[config.mk]
export PLATFORM = sky130hd
export DESIGN_NAME = fetch_unit_flat
export DESIGN_NICKNAME = d
export VERILOG_FILES = /design/src/rtl/fetch_unit_if.sv /design/src/rtl/fetch_unit.sv /design/src/flat_wrapper.sv
export SDC_FILE = /design/constraint.sdc
export NUM_CORES = 1
export LEC_CHECK = 0
export BUFFER_PORTS_ARGS = -buffer_cell sky130_fd_sc_hd__clkbuf_2
export CORE_AREA = 2 2 134 84
export DETAILED_ROUTE_END_ITERATION = 10
export DIE_AREA = 0 0 136 86
export GPL_TIMING_DRIVEN = 0
export PLACE_DENSITY = 0.84
export SLEW_MARGIN = 25
export SYNTH_ARGS = -nofsm -noshare
export SYNTH_HDL_FRONTEND = slang
export SYNTH_SLANG_ARGS = --single-unit
[constraint.sdc]
create_clock -name CLK -period 3.1 [get_ports CLK]
set_input_delay 0.155 -clock CLK [delete_from_list [all_inputs] [get_ports CLK]]
set_output_delay 0.155 -clock CLK [all_outputs]
set_load 0.05 [all_outputs]
[src/rtl/fetch_unit_if.sv]
// Instruction-memory request/response bus between the fetch unit (master) and memory (slave).
// Requests are accepted on IMemReq & IMemReady; responses return in order on IMemRvalid.
interface fetch_unit_if;
  logic        IMemReq;
  logic [31:0] IMemAddr;
  logic        IMemReady;
  logic        IMemRvalid;
  logic [31:0] IMemRdata;

  modport master (
    output IMemReq,
    output IMemAddr,
    input  IMemReady,
    input  IMemRvalid,
    input  IMemRdata
  );

  modport slave (
    input  IMemReq,
    input  IMemAddr,
    output IMemReady,
    output IMemRvalid,
    output IMemRdata
  );
endinterface

[src/rtl/fetch_unit.sv]
// Instruction fetch stage: one outstanding memory request, feeding the IF/DE pipeline register,
// with branch redirect, load-use replay and squash support.
module fetch_unit #(
  parameter logic [31:0] RESET_PC  = 32'h0000_0000,
  parameter logic [31:0] NOP_INSTR = 32'h0000_0013
) (
  input  logic                CLK,
  input  logic                rst,
  input  logic                IFFlush,
  input  logic                IFFlushBack,
  input  logic                BranchTaken,
  input  logic [31:0]         BranchTarget,
  fetch_unit_if.master        imem,
  output logic                IFDEValid,
  output logic [31:0]         IFDEInstr,
  output logic [31:0]         IFDEPC
);

  typedef enum logic [0:0] {StBoot, StRun} state_e;

  state_e      state_q, state_d;
  logic [31:0] fetch_pc_q, fetch_pc_d;
  logic [31:0] pend_pc_q, pend_pc_d;
  logic        pending_q, pending_d;
  logic        kill_q, kill_d;
  logic        valid_q, valid_d;
  logic [31:0] instr_q, instr_d;
  logic [31:0] pc_q, pc_d;

  logic req, accept, resp;

  // A response arriving this cycle frees the single outstanding slot for a new request.
  assign req    = (state_q == StRun) & ~rst & ~BranchTaken & ~IFFlushBack &
                  (~pending_q | imem.IMemRvalid);
  assign accept = req & imem.IMemReady;
  assign resp   = imem.IMemRvalid & pending_q;

  assign imem.IMemReq  = req;
  assign imem.IMemAddr = fetch_pc_q;
  assign IFDEValid     = valid_q;
  assign IFDEInstr     = instr_q;
  assign IFDEPC        = pc_q;

  always_comb begin
    state_d    = state_q;
    fetch_pc_d = fetch_pc_q;
    pend_pc_d  = pend_pc_q;
    pending_d  = pending_q;
    kill_d     = kill_q;
    valid_d    = valid_q;
    instr_d    = instr_q;
    pc_d       = pc_q;

    unique case (state_q)
      StBoot:  state_d = StRun;
      StRun:   state_d = StRun;
      default: state_d = StBoot;
    endcase

    if (accept) begin
      fetch_pc_d = fetch_pc_q + 32'd4;
      pend_pc_d  = fetch_pc_q;
      pending_d  = 1'b1;
      kill_d     = 1'b0;
    end else if (resp) begin
      pending_d  = 1'b0;
    end

    // Redirects never coincide with acceptance since they suppress the request.
    if (BranchTaken) begin
      fetch_pc_d = {BranchTarget[31:2], 2'b00};
      kill_d     = 1'b1;
      valid_d    = 1'b0;
      instr_d    = NOP_INSTR;
    end else if (IFFlushBack) begin
      fetch_pc_d = pc_q;
      kill_d     = 1'b1;
      valid_d    = 1'b0;
      instr_d    = NOP_INSTR;
    end else if (IFFlush) begin
      valid_d    = 1'b0;
      instr_d    = NOP_INSTR;
    end else if (resp && !kill_q) begin
      valid_d    = 1'b1;
      instr_d    = imem.IMemRdata;
      pc_d       = pend_pc_q;
    end
  end

  always_ff @(posedge CLK) begin
    if (rst) begin
      state_q    <= StBoot;
      fetch_pc_q <= {RESET_PC[31:2], 2'b00};
      pend_pc_q  <= 32'h0;
      pending_q  <= 1'b0;
      kill_q     <= 1'b0;
      valid_q    <= 1'b0;
      instr_q    <= NOP_INSTR;
      pc_q       <= 32'h0;
    end else begin
      state_q    <= state_d;
      fetch_pc_q <= fetch_pc_d;
      pend_pc_q  <= pend_pc_d;
      pending_q  <= pending_d;
      kill_q     <= kill_d;
      valid_q    <= valid_d;
      instr_q    <= instr_d;
      pc_q       <= pc_d;
    end
  end

endmodule

[src/flat_wrapper.sv]
// flat-port wrapper written by rule: the top's interface ports become plain ports
module fetch_unit_flat 
#(
  parameter logic [31:0] RESET_PC  = 32'h0000_0000,
  parameter logic [31:0] NOP_INSTR = 32'h0000_0013
)
  (CLK, rst, IFFlush, IFFlushBack, BranchTaken, BranchTarget, IFDEValid, IFDEInstr, IFDEPC, imem_IMemReq, imem_IMemAddr, imem_IMemReady, imem_IMemRvalid, imem_IMemRdata);
  fetch_unit_if imem_i ();
  input  logic CLK;
  input  logic rst;
  input  logic IFFlush;
  input  logic IFFlushBack;
  input  logic BranchTaken;
  input  logic [31:0] BranchTarget;
  output logic IFDEValid;
  output logic [31:0] IFDEInstr;
  output logic [31:0] IFDEPC;
  output wire logic [$bits(imem_i.IMemReq)-1:0] imem_IMemReq;
  output wire logic [$bits(imem_i.IMemAddr)-1:0] imem_IMemAddr;
  input wire logic [$bits(imem_i.IMemReady)-1:0] imem_IMemReady;
  input wire logic [$bits(imem_i.IMemRvalid)-1:0] imem_IMemRvalid;
  input wire logic [$bits(imem_i.IMemRdata)-1:0] imem_IMemRdata;
  assign imem_IMemReq = imem_i.IMemReq;
  assign imem_IMemAddr = imem_i.IMemAddr;
  assign imem_i.IMemReady = imem_IMemReady;
  assign imem_i.IMemRvalid = imem_IMemRvalid;
  assign imem_i.IMemRdata = imem_IMemRdata;
  fetch_unit #(.RESET_PC(RESET_PC), .NOP_INSTR(NOP_INSTR)) u_core (.CLK(CLK), .rst(rst), .IFFlush(IFFlush), .IFFlushBack(IFFlushBack), .BranchTaken(BranchTaken), .BranchTarget(BranchTarget), .imem(imem_i), .IFDEValid(IFDEValid), .IFDEInstr(IFDEInstr), .IFDEPC(IFDEPC));
endmodule
# After elaboration in Yosys (flattened, before gate mapping)
# Index checks and enable logic that the tools add are counted.
# word_totals
ff_bits,132
inputBits,71
output_inout_bits,98
# classes
n_addsub,1
muxes,9
bitwise,12
reduce_logical,8
# ops
op,n
$mux W32,3
$add A32 B3 Y32 const B,1
$and A1 B1 Y1,6
$mux W1,6
$not A1 Y1,5
$reduce_and A4 Y1,1
$reduce_bool A2 Y1,2
$reduce_or A4 Y1,1
$reduce_bool A3 Y1,1
$reduce_or A2 Y1,1
$logic_and A1 B1 Y1,1
$logic_not A1 Y1,1
$or A1 B1 Y1,1

# Logic depth before layout (Yosys ltp)
# depth
word_depth,9
mapped_depth,8

# Worst setup path before layout
# OpenSTA, ideal clock, no wires.
# synth_path
path_kind,reg2reg
startpoint,reg u_core.fetch_pc_q[8] (netlist: u_core.imem.IMemAddr[8])
endpoint,reg u_core.fetch_pc_q[20] (netlist: u_core.imem.IMemAddr[20])
setup_time_ps,74
arrival_time_ps,2089
slack_ps,937
stages_incl_launch_ff,8
path_buffers,2
period_less_slack_ps,2163
path_cell_list,dfxtp_1 > buf_4 > and4_1 > buf_6 > and4_4 > o2111ai_1 > or4_1 > a31oi_1
# synth_via
elab_chain_len,4
# synth_rtl
element,line_no,source
start: declaration,fetch_unit.sv:22,"logic [31:0] fetch_pc_q, fetch_pc_d;"
start signal: assignment,fetch_unit.sv:93,"fetch_pc_q <= {RESET_PC[31:2], 2'b00};"
start signal: assignment,fetch_unit.sv:102,fetch_pc_q <= fetch_pc_d;
$add A32 B3 Y32,fetch_unit.sv:61,fetch_pc_d = fetch_pc_q + 32'd4;
$mux W32,fetch_unit.sv:60,if (accept) begin
$mux W32,fetch_unit.sv:75,end else if (IFFlushBack) begin
$mux W32,fetch_unit.sv:70,if (BranchTaken) begin
# Every way passes these cells. The select of a mux whose other input is x is not followed.
# A chain may end at the register's enable or synchronous reset.

# Final worst setup path
# layout_path
startpoint,reg u_core.pending_q
endpoint,reg u_core.pc_q[7] (netlist: u_core.IFDEPC[7])
# layout_via
elab_chain_len,3
# layout_rtl
element,line_no,source
start: declaration,fetch_unit.sv:24,"logic pending_q, pending_d;"
start signal: assignment,fetch_unit.sv:104,pending_q <= pending_d;
$and A1 B1 Y1,fetch_unit.sv:36,assign resp = imem.IMemRvalid & pending_q;
$logic_and A1 B1 Y1,fetch_unit.sv:83,end else if (resp && !kill_q) begin
$reduce_and A4 Y1 (no line),n/a,
end signal: assignment,fetch_unit.sv:108,pc_q <= pc_d;
end: declaration,fetch_unit.sv:28,"logic [31:0] pc_q, pc_d;"
# Every way passes these cells.

==> reports/metrics.cfg <==
[timing]
hold_viol = 0
worst_pin_slew_ns = 0.783
relSlewSlack_pct = 47.4
hold_slack_ns = 0.0140
fin_crit_ns = 2.26
maxSlewViolCount = 0
setup_viol_count_final = 0
post-route-period-util_pct = 72.9
rsz0062_at_grt = false
tns_ns = 0
clock_skew_ns = 0.00579
fmax_mhz = 443

[placement]
gp_congestion = 0.964
dpl_cell_area_mm2 = 0.00673
io_buffers = 164
hpwl_mm = 13.7

[global_route]
grt_util_met3_pct = 11.2
grt_use_met2_pct = 49.4
grt.total_usage_pct = 34.7
overflow = 0
grt_use_met1_pct = 47.8
grt_pass1_vias = 5968
grt_max_degree = 17
antenna_found_initial = 0
grt_first_pass_wirelength_mm = 31.2
busiest_layer = met2

[route]
postRouteAntennaNets = 0
vias = 6553
wl_mm = 20.1
wl_per_cell_um = 18.1
drt_iter0_markers = 911
first_pass_iters = 6
vias_per_cell = 5.90
drc = 0

[power_and_ir_drop]
vdd_drop_max_uv = 432
power_density_mw_per_mm2 = 524
total_power_w = 0.00397
power.leakage_nw = 2.99

[die]
core_area_mm2 = 0.0104
io_pins = 169
initial_core_util_pct = 55.3
row_count = 29
die_w_um = 136
die-area_mm2 = 0.0117
die_h_um = 86

[min_path]
hold_end = u_core.imem.IMemAddr[7]$_SDFFE_PP0P_
whs_path_depth = 3
hp-class = in -> reg
min_from = BranchTarget[7]

[yosys]
ys.flop_type = dfxtp_1
syn_inst = 746
synth_xor_area_share_pct = 1.83
synth_top_family_by_area = simple AND/OR/NAND/NOR gates
synth-seq-cells = 132
synth.distinct_cells = 58
synth-simple-area-share_pct = 26.2
synth-compound-area-share_pct = 19.5
muxShareOfSynthArea_pct = 1.59
syn-num-nets = 818
synth_seq_area_share_pct = 46.1
ys.warnings.count = 0
avgSynthCellArea_um2 = 7.69
synth_edf_count = 0
netlist_area_mm2 = 0.00574
async_flop_share_pct = 0
synthAdderAreaFrac_pct = 0.218

[clock_tree]
cts_buffers = 17
cts.hold.buffers_added = 31
clockBufferDepth = 2
clkLatencyLatePin_ns = 0.41
cts_root_buf = clkbuf_16
h-tree-depth = 4
cts_sinks = 132
cts_resized = 0
clk_pin_slew_worst_paths_ns = 0.05
cts_tree = yes
cts_setup_buffers = 0

[run_status]
status = finished, final reports clean

[layout]
stdcell_area_mm2 = 0.00757
fillers = 830
drive_above_1_share_pct = 22.8
layout.nets = 1032
multi_input_area_mm2 = 0.00283
register_area_mm2 = 0.00264
area_growth_pct = 31.9
diodes = 0
fin_util_pct = 72.9

[setup_path]
reg2reg_slack_ns = 0.84
required_ns = 3.42
cp_data_arrival_time_ns = 2.58
critPathKind = reg -> reg
end_kind = register
r2r_cells = 7
critPathLaunchType = register
rr_startpoint = u_core.pending_q$_SDFFE_PP0P_
r2r-end = u_core.IFDEPC[7]$_SDFFE_PP0P_
critPathMaxFanout = 10

[job]
drv_cap = 0

==> worst max-delay path by stage <==
stage	cells after the start	startpoint	to
detailed placement	8	rst	u_core.pend_pc_q[22]$_SDFFE_PP0P_
floorplan	7	u_core.imem.IMemAddr[8]$_SDFFE_PP0P_	u_core.imem.IMemAddr[20]$_SDFFE_PP0P_
CTS	7	u_core.pending_q$_SDFFE_PP0P_	u_core.IFDEPC[7]$_SDFFE_PP0P_
finish	7	u_core.pending_q$_SDFFE_PP0P_	u_core.IFDEPC[7]$_SDFFE_PP0P_
global route	6	u_core.imem.IMemAddr[2]$_SDFFE_PP0P_	u_core.imem.IMemAddr[20]$_SDFFE_PP0P_
global placement	8	rst	u_core.pend_pc_q[12]$_SDFFE_PP0P_
==> report_power, final <==
group          switching [W]  internal [W]
clock network       0.000731       0.00109
logic               0.000250      0.000130
registers          0.0000417       0.00172
total                0.00102       0.00294
==> state kept, by name (all words and copies together) (netlist names), named ones only <==
signal                cells
u_core.IFDEInstr         32
u_core.IFDEPC            32
u_core.IFDEValid          1
u_core.imem.IMemAddr     30
u_core.kill_q             1
u_core.pend_pc_q         32
u_core.pending_q          1
u_core.state_q            1
==> cell usage in the layout, fill, tap and decap left out, drive strengths merged, types with 8 or more instances in the layout <==
cell         count
o21ai           20
and3            17
nand3           20
mux2i            8
dlygate4sd3     31
a21oi          119
nor3            13
buf             16
a211oi          14
nor2            26
clkbuf         224
nand4           12
dfxtp          132
nand2          226
==> Yosys cell counts (6+ instances only) <==
library cell	count	area [um2]
and3_1	14	87.6
nor3_1	11	55.1
dfxtp_1	132	2640
mux2i_1	8	80.1
a21oi_1	119	596
inv_1	7	26.3
nand4_1	12	75.1
xor2_1	7	61.3
nand2_1	226	848
a211oi_1	14	105
nor2_1	24	90.1
or3_1	6	37.5
nand3_1	18	90.1
a31oi_1	7	43.8
o21ai_0	20	100
buf_2	13	65.1
clkbuf_1	39	146
==> stage by stage <==
| step | std cells | worst slack, ns |
|---|---|---|
| global route | 1111 | 0.804 |
| floorplan | 746 | 0.937 |
| detailed placement | 1049 | 0.980 |
| global placement | 1049 | 1.03 |
| finish | 1111 | 0.841 |
| CTS | 1111 | 0.974 |
==> worst max-delay path, cell delays in order, from the launching register on <==
cell,delay (ns)
dfxtp_1,0.34
nand2_1,0.09
or2_2,0.28
clkbuf_1,0.18
nor3_1,0.63
buf_2,0.39
nand2_1,0.09
a21oi_1,0.16
==> cell type report <==
class | instances | share of cell area [%]
Tap cell | 139 | 2.30
Inverter | 8 | 0.397
Timing Repair Buffer | 195 | 14.9
Clock inverter | 10 | 1.14
Clock buffer | 21 | 5.82
Buffer | 55 | 3.09
Sequential cell | 132 | 34.9
Multi-Input combinational cell | 551 | 37.4
==> cell families (layout without fill, tap and decap cells) <==
group,Yosys count,count (layout)
simple gates,337,337
compound gates,192,192
flops,132,132
buf+inv,63,289
xor+xnor,12,12
mux,9,9
fa+ha+maj,1,1
==> layer usage <==
| layer | wire, um | part of all wire (%) |
|---|---|---|
| met3 | 2840 | 14 |
| met4 | 670 | 3.3 |
| met2 | 8410 | 42 |
| met1 | 8200 | 41 |
| met5 | 0 | 0 |
(Power assumes the default switching activity.)
